$ cat config.mk
export PLATFORM = sky130hd
export DESIGN_NAME = stream_demux_n
export DESIGN_NICKNAME = d
export VERILOG_FILES = /design/src/rtl/stream_demux_n.sv
export SDC_FILE = /design/constraint.sdc
export NUM_CORES = 1
export LEC_CHECK = 0
export ABC_AREA = 1
export BUFFER_PORTS_ARGS = -buffer_cell sky130_fd_sc_hd__clkbuf_2
export CAP_MARGIN = 20
export CORE_AREA = 2 2 115 117
export CTS_CLUSTER_SIZE = 24
export DETAILED_ROUTE_END_ITERATION = 8
export DIE_AREA = 0 0 117 119
export PLACE_DENSITY = 0.42
export SYNTH_ARGS = -nofsm -noshare
export SYNTH_HDL_FRONTEND = slang
export SYNTH_SLANG_ARGS = --single-unit
$ cat constraint.sdc
create_clock -name clk -period 5.2 [get_ports clk]
set_input_delay 1.04 -clock clk [delete_from_list [all_inputs] [get_ports clk]]
set_output_delay 1.04 -clock clk [all_outputs]
set_load 0.005 [all_outputs]
$ cat src/rtl/stream_demux_n.sv
// stream_demux_n: packet-aware 1-to-NUM_OUT stream demultiplexer.
//
// A shared source stream is steered to one of NUM_OUT consumers. Each consumer has its
// own small FIFO, so the consumers drain independently. The destination and the enable
// are sampled on the first beat of a packet and held until its last beat. Packets that
// are disabled or that select a channel that does not exist are accepted and discarded.
// Discarded beats are counted in a saturating counter.
//
// Ports
//   clk        : rising-edge clock
//   reset      : synchronous, active-high reset (flushes FIFOs, returns FSM to idle)
//   enable     : routing enable, sampled on the first beat of a packet
//   in_data    : input payload
//   in_sel     : destination channel, sampled on the first beat of a packet
//   in_valid   : input beat valid
//   in_last    : final beat of packet
//   in_ready   : input beat is accepted when in_valid & in_ready
//   out_data   : channel k payload at [k*DATA_W +: DATA_W], zero while that FIFO is empty
//   out_last   : per-channel last flag, zero while that FIFO is empty
//   out_valid  : per-channel FIFO non-empty
//   out_ready  : per-channel consumer ready
//   drop_count : number of discarded beats, saturating
module stream_demux_n #(
    parameter int unsigned DATA_W     = 4,
    parameter int unsigned NUM_OUT    = 4,
    parameter int unsigned SEL_W      = 2,
    parameter int unsigned FIFO_DEPTH = 2,
    parameter int unsigned CNT_W      = 8
) (
    input  logic                      clk,
    input  logic                      reset,
    input  logic                      enable,
    input  logic [DATA_W-1:0]         in_data,
    input  logic [SEL_W-1:0]          in_sel,
    input  logic                      in_valid,
    input  logic                      in_last,
    output logic                      in_ready,
    output logic [NUM_OUT*DATA_W-1:0] out_data,
    output logic [NUM_OUT-1:0]        out_last,
    output logic [NUM_OUT-1:0]        out_valid,
    input  logic [NUM_OUT-1:0]        out_ready,
    output logic [CNT_W-1:0]          drop_count
);

    localparam int unsigned PTR_W  = $clog2(FIFO_DEPTH);
    localparam int unsigned FCNT_W = $clog2(FIFO_DEPTH) + 1;
    localparam int unsigned SEL_N  = 1 << SEL_W;

    typedef enum logic [1:0] {StIdle, StRoute, StDrop} state_e;

    state_e             state_q, state_d;
    logic [SEL_W-1:0]   lock_sel_q, lock_sel_d;
    logic [CNT_W-1:0]   drop_cnt_q, drop_cnt_d;

    logic [PTR_W-1:0]   wr_ptr_q [NUM_OUT];
    logic [PTR_W-1:0]   wr_ptr_d [NUM_OUT];
    logic [PTR_W-1:0]   rd_ptr_q [NUM_OUT];
    logic [PTR_W-1:0]   rd_ptr_d [NUM_OUT];
    logic [FCNT_W-1:0]  fcnt_q   [NUM_OUT];
    logic [FCNT_W-1:0]  fcnt_d   [NUM_OUT];
    // Each entry holds {last, data}.
    logic [DATA_W:0]    mem_q    [NUM_OUT][FIFO_DEPTH];
    logic [DATA_W:0]    mem_d    [NUM_OUT][FIFO_DEPTH];

    logic [NUM_OUT-1:0] full;
    logic [NUM_OUT-1:0] nonempty;
    // Full flags padded to every encodable select value so in_sel can index safely.
    logic [SEL_N-1:0]   full_sel;
    logic               sel_in_range;
    logic               route;
    logic [SEL_W-1:0]   dest;
    logic               ready_raw;
    logic               accept;

    // FIFO status and output presentation.
    always_comb begin
        full     = '0;
        nonempty = '0;
        out_data = '0;
        out_last = '0;
        for (int k = 0; k < NUM_OUT; k++) begin
            full[k]     = (fcnt_q[k] == FCNT_W'(FIFO_DEPTH));
            nonempty[k] = (fcnt_q[k] != '0);
            if (nonempty[k]) begin
                out_data[k*DATA_W +: DATA_W] = mem_q[k][rd_ptr_q[k]][DATA_W-1:0];
                out_last[k]                  = mem_q[k][rd_ptr_q[k]][DATA_W];
            end
        end
    end

    assign out_valid  = nonempty;
    assign drop_count = drop_cnt_q;

    // Control FSM: routing decision, input handshake, next state and drop counter.
    always_comb begin
        state_d      = state_q;
        lock_sel_d   = lock_sel_q;
        drop_cnt_d   = drop_cnt_q;
        route        = 1'b0;
        dest         = lock_sel_q;
        ready_raw    = 1'b0;
        full_sel     = '0;
        full_sel[NUM_OUT-1:0] = full;
        sel_in_range = ({1'b0, in_sel} < (SEL_W+1)'(NUM_OUT));

        unique case (state_q)
            StIdle: begin
                route     = enable && sel_in_range;
                dest      = in_sel;
                ready_raw = route ? !full_sel[in_sel] : 1'b1;
            end
            StRoute: begin
                route     = 1'b1;
                ready_raw = !full_sel[lock_sel_q];
            end
            StDrop: begin
                ready_raw = 1'b1;
            end
            default: begin
                ready_raw = 1'b0;
            end
        endcase

        // Nothing is accepted while reset is asserted.
        in_ready = ready_raw && !reset;
        accept   = in_valid && in_ready;

        unique case (state_q)
            StIdle: begin
                if (accept && !in_last) begin
                    state_d    = route ? StRoute : StDrop;
                    lock_sel_d = in_sel;
                end
            end
            StRoute, StDrop: begin
                if (accept && in_last) begin
                    state_d = StIdle;
                end
            end
            default: begin
                state_d = StIdle;
            end
        endcase

        if (accept && !route && (drop_cnt_q != '1)) begin
            drop_cnt_d = drop_cnt_q + 1'b1;
        end
    end

    // Per-channel FIFO next state; push and pop are independent per channel.
    always_comb begin
        for (int k = 0; k < NUM_OUT; k++) begin
            logic push;
            logic pop;
            wr_ptr_d[k] = wr_ptr_q[k];
            rd_ptr_d[k] = rd_ptr_q[k];
            fcnt_d[k]   = fcnt_q[k];
            for (int e = 0; e < FIFO_DEPTH; e++) begin
                mem_d[k][e] = mem_q[k][e];
            end
            push = accept && route && (dest == SEL_W'(k));
            pop  = nonempty[k] && out_ready[k];
            if (push) begin
                mem_d[k][wr_ptr_q[k]] = {in_last, in_data};
                wr_ptr_d[k]           = wr_ptr_q[k] + 1'b1;
            end
            if (pop) begin
                rd_ptr_d[k] = rd_ptr_q[k] + 1'b1;
            end
            if (push && !pop) begin
                fcnt_d[k] = fcnt_q[k] + 1'b1;
            end else if (!push && pop) begin
                fcnt_d[k] = fcnt_q[k] - 1'b1;
            end
        end
    end

    always_ff @(posedge clk) begin
        if (reset) begin
            state_q    <= StIdle;
            lock_sel_q <= '0;
            drop_cnt_q <= '0;
            for (int k = 0; k < NUM_OUT; k++) begin
                wr_ptr_q[k] <= '0;
                rd_ptr_q[k] <= '0;
                fcnt_q[k]   <= '0;
            end
        end else begin
            state_q    <= state_d;
            lock_sel_q <= lock_sel_d;
            drop_cnt_q <= drop_cnt_d;
            for (int k = 0; k < NUM_OUT; k++) begin
                wr_ptr_q[k] <= wr_ptr_d[k];
                rd_ptr_q[k] <= rd_ptr_d[k];
                fcnt_q[k]   <= fcnt_d[k];
            end
        end
        // Storage needs no reset: entries are only visible through a non-zero count.
        for (int k = 0; k < NUM_OUT; k++) begin
            for (int e = 0; e < FIFO_DEPTH; e++) begin
                mem_q[k][e] <= mem_d[k][e];
            end
        end
    end

endmodule

==> impl_summary.log <==
[metrics] global route overflow: 0
[metrics] type of the worst setup path: in -> out
[metrics] Synth area leaders: sky130_fd_sc_hd__edfxtp_1 (38%), sky130_fd_sc_hd__dfxtp_1 (18%), sky130_fd_sc_hd__nand2_1 (8.5%)
[metrics] Die ar.: 13,900 µm²
[metrics] Clk pin slew, worst setup/hold paths: 0.06 ns
[metrics] most used standard cell by instance count after synthesis: sky130_fd_sc_hd__nand2_1
[metrics] setup repair after global routing missed its margin: false
[metrics] number of cells on the worst reg-to-reg path: 11
[metrics] detailed router's first-iteration violation count: 90
[metrics] routed wire length per instance: 12.8 µm
[metrics] IO Count: 48
[metrics] row count: 42
[metrics] total negative slack for setup checks: 0 ns
[metrics] Final Hold Violating Endpoints: 0
[metrics] CP max stage cell: sky130_fd_sc_hd__nor2_1
[metrics] area fraction in compound gates after synthesis: 11.1%
[metrics] Yosys reg bits: 68
[metrics] Crit Reg-Reg Endpoint: fcnt_q[2][1]
[metrics] Synthesized Nets: 354
[metrics] Clk Tree Root Cell: sky130_fd_sc_hd__clkbuf_16
[metrics] Slew Viols, Final: 0
[metrics] cell-by-cell listing of the critical path: clkbuf_2 -> nor2_1 -> a21boi_2 -> clkbuf_2
[metrics] number of placed instances, taps included: 550
[metrics] Avg Cell Area, Syn: 9.50 µm²
[metrics] post-synthesis instance area: 3130 µm²
[metrics] count of final setup violators: 0
[metrics] share of synthesized area spent on multiplexers: 0%
[metrics] top cell type by total area after synthesis: sky130_fd_sc_hd__edfxtp_1
[metrics] vias after detailed routing: 2,367
[metrics] worst hold path cell count: 2
[metrics] number of input and output port buffers inserted: 47
[metrics] proportion of synthesized chip area in sequential cells: 56.2%
[metrics] number of unique standard cell types used by synthesis: 28
[metrics] data arrival time of the critical path: 1.99 ns
[metrics] cell area after placement: 3570 µm²
[metrics] via count of the first global-routing pass: 2,313
[metrics] largest fanout of any net on the critical path: 14
[metrics] deepest clock path buffer count: 2
[metrics] maximum clock frequency: 330 MHz
[metrics] worst relative slew slack: 49.0%
[metrics] total of cells resized after clock tree synthesis: 0
[metrics] largest family of logic cells by synthesized area: simple AND/OR/NAND/NOR gates
[metrics] WL final: 7240 µm
[metrics] die width: 117 µm
[metrics] simple-gate share of the synthesized area: 22.0%
[metrics] area added between synthesis and finish: 23.6%
[metrics] Crit Reg-Reg Startpoint: state_q[0]
[metrics] register-to-register setup slack: 2.43 ns
[metrics] Initial Utilization: 24.3%
[metrics] synthesized-area fraction occupied by adder cells: 3.59%
[metrics] min-delay src: state_q[1]
[metrics] count of flip-flops with a built-in enable after synthesis: 40
[metrics] first-pass GRT wire length: 11,900 µm
[metrics] vias per cell: 4.18
[metrics] ANT cells: 0
[metrics] area taken by flip-flops and latches: 1760 µm²
[metrics] crit path capture type: output pin
[metrics] share of the synthesized netlist area taken by xor and xnor gates: 2.24%
[metrics] Max Clock Skew: 0.00507 ns
[metrics] top post-synthesis cells by count: sky130_fd_sc_hd__nand2_1 (71), sky130_fd_sc_hd__a21oi_1 (41), sky130_fd_sc_hd__edfxtp_1 (40)
[metrics] count of maximum capacitance violations: 0
[metrics] maximum number of pins on one net before global-route repair: 17
[metrics] Gate Count Post-Synth: 330
[metrics] result of the run: completed
[metrics] Min-Delay Endpoint: state_q[1]
[metrics] fill cell total of the finished layout: 1,371
[metrics] largest stage delay on the critical path: 0.33 ns
[metrics] VDD IR-drop max: 0.159 mV
[metrics] multi-input logic area: 1220 µm²
[metrics] TritonCTS buffer count: 9
[metrics] number of clock sinks: 68
[metrics] share of flip-flops with an asynchronous set or reset after synthesis: 0%
[metrics] power density over the cells: 488 nW/µm²
[metrics] clock insertion delay at the later pin of the skew report: 0.33 ns
[metrics] most repeated library cell on the critical path: sky130_fd_sc_hd__clkbuf_2
[metrics] leakage power summed over all cells: 1.60 nW
[metrics] path category of the worst min-delay check: reg -> reg
[metrics] WP data required: 4.16 ns
[metrics] cell area after layout: 3870 µm²
[metrics] Synth warnings: 0
[metrics] area share of the largest cell type after synthesis: 38.3%
[metrics] iteration count of the initial detailed-routing pass: 4
[metrics] hold buffers post-CTS: 0
[metrics] TritonCTS clock tree: built
[metrics] final critical-path required period: 3.03 ns
[metrics] antenna violations before repair: 0
[metrics] Tcrit/Tclk final: 58.3%
[metrics] routability congestion estimate: 0.780
[metrics] Net count, final: 409
[metrics] drt drc: 0
[metrics] area of the core region: 12,900 µm²
[metrics] critical path startpoint category: primary input
[metrics] final cell count without fillers: 566
[metrics] fraction of final layout cells sized beyond drive strength 1: 23.8%
[metrics] post-CTS repair timing setup buffer count: 0
[metrics] die boundary height: 119 µm
[metrics] flip-flop cell with the highest count after synthesis: sky130_fd_sc_hd__edfxtp_1
[metrics] count of antenna-violating nets left after detailed routing: 0
[metrics] detailed placer's ending HPWL: 5330 µm
[metrics] pin slew with the least headroom to its limit: 0.758 ns
[metrics] CTS HTree Levels: 3
[metrics] combined global-route utilization of all metal layers: 11.2%
## worst max-delay path, delay by kind of cell
| family | cells | cell delay [ns] |
|---|---|---|
| AO/OA/AOI/OAI | 1 | 0.26 |
| buffers and inverters | 2 | 0.36 |
| AND/OR/NAND/NOR | 1 | 0.33 |
## metal layers
metal / wire length, µm / global-route usage [%] / share of wire [%] / vias up
li1: - / - / - / 1233
met3: 264 / 3.00 / 3.6 / 4
met4: 44 / 3.75 / 0.61 / 0
met2: 3370 / 17.6 / 46 / 40
met1: 3570 / 14.8 / 49 / 1090
met5: 0 / 0 / 0 / -
## how the worst max path moves through the flow
stage | startpoint | end | slack (ns) | cells past startpoint
6_report | reset | in_ready | 2.17 | 4
4_1_cts | reset | in_ready | 2.16 | 4
2_1_floorplan | in_sel[0] | fcnt_q[0][1] | 2.57 | 15
5_1_grt | reset | in_ready | 2.04 | 4
3_5_place_dp | reset | in_ready | 2.15 | 4
3_3_place_gp | reset | in_ready | 2.18 | 4
## cell type report
| cell class | count | area share [%] |
|---|---|---|
| clock buffer | 9 | 5.81 |
| clock inverter | 7 | 1.94 |
| inverter | 35 | 3.52 |
| multi-input combinational | 224 | 31.5 |
| sequential | 68 | 45.5 |
| tap | 176 | 5.68 |
| timing repair buffer | 47 | 6.07 |
## report_power, final
group          internal [mW]  switching, mW
combinational          0.207          0.381
sequential             0.630         0.0615
clock                  0.374          0.236
## layout by cell type, fill, tap and decap left out, drive strengths merged, types with 9 or more instances in the layout
master,count
nand2,75
clkbuf,56
a21oi,43
edfxtp,40
inv,36
nor2,34
dfxtp,28
nand3,23
o21ai,19
ha,9
## stage by stage
step	setup WS (ns)	utilization [%]	hold slack, ns	total power, mW
5_1_grt	2.04	30.1	0.532	2.03
4_1_cts	2.16	30.1	0.508	1.93
3_5_place_dp	2.15	27.8	0.497	1.31
2_1_floorplan	2.57	-	0.465	1.09
3_3_place_gp	2.18	27.8	0.497	1.31
6_report	2.17	30.1	0.504	1.89
## kinds of logic after synthesis
kind of cell | Yosys count
AOI/OAI and AO/OA | 63
xor gates and xnor gates | 8
adders and majority gates | 9
buffers and inverters | 38
DFF | 68
and+or+nand+nor | 144
## registers in the layout, summed over array words and instances (netlist names)
register and cells:
mem_q 40, drop_count 8, fcnt_q 8, rd_ptr_q 4, wr_ptr_q 4, lock_sel_q 2, state_q 2
Power figures use the tool's default switching activity.
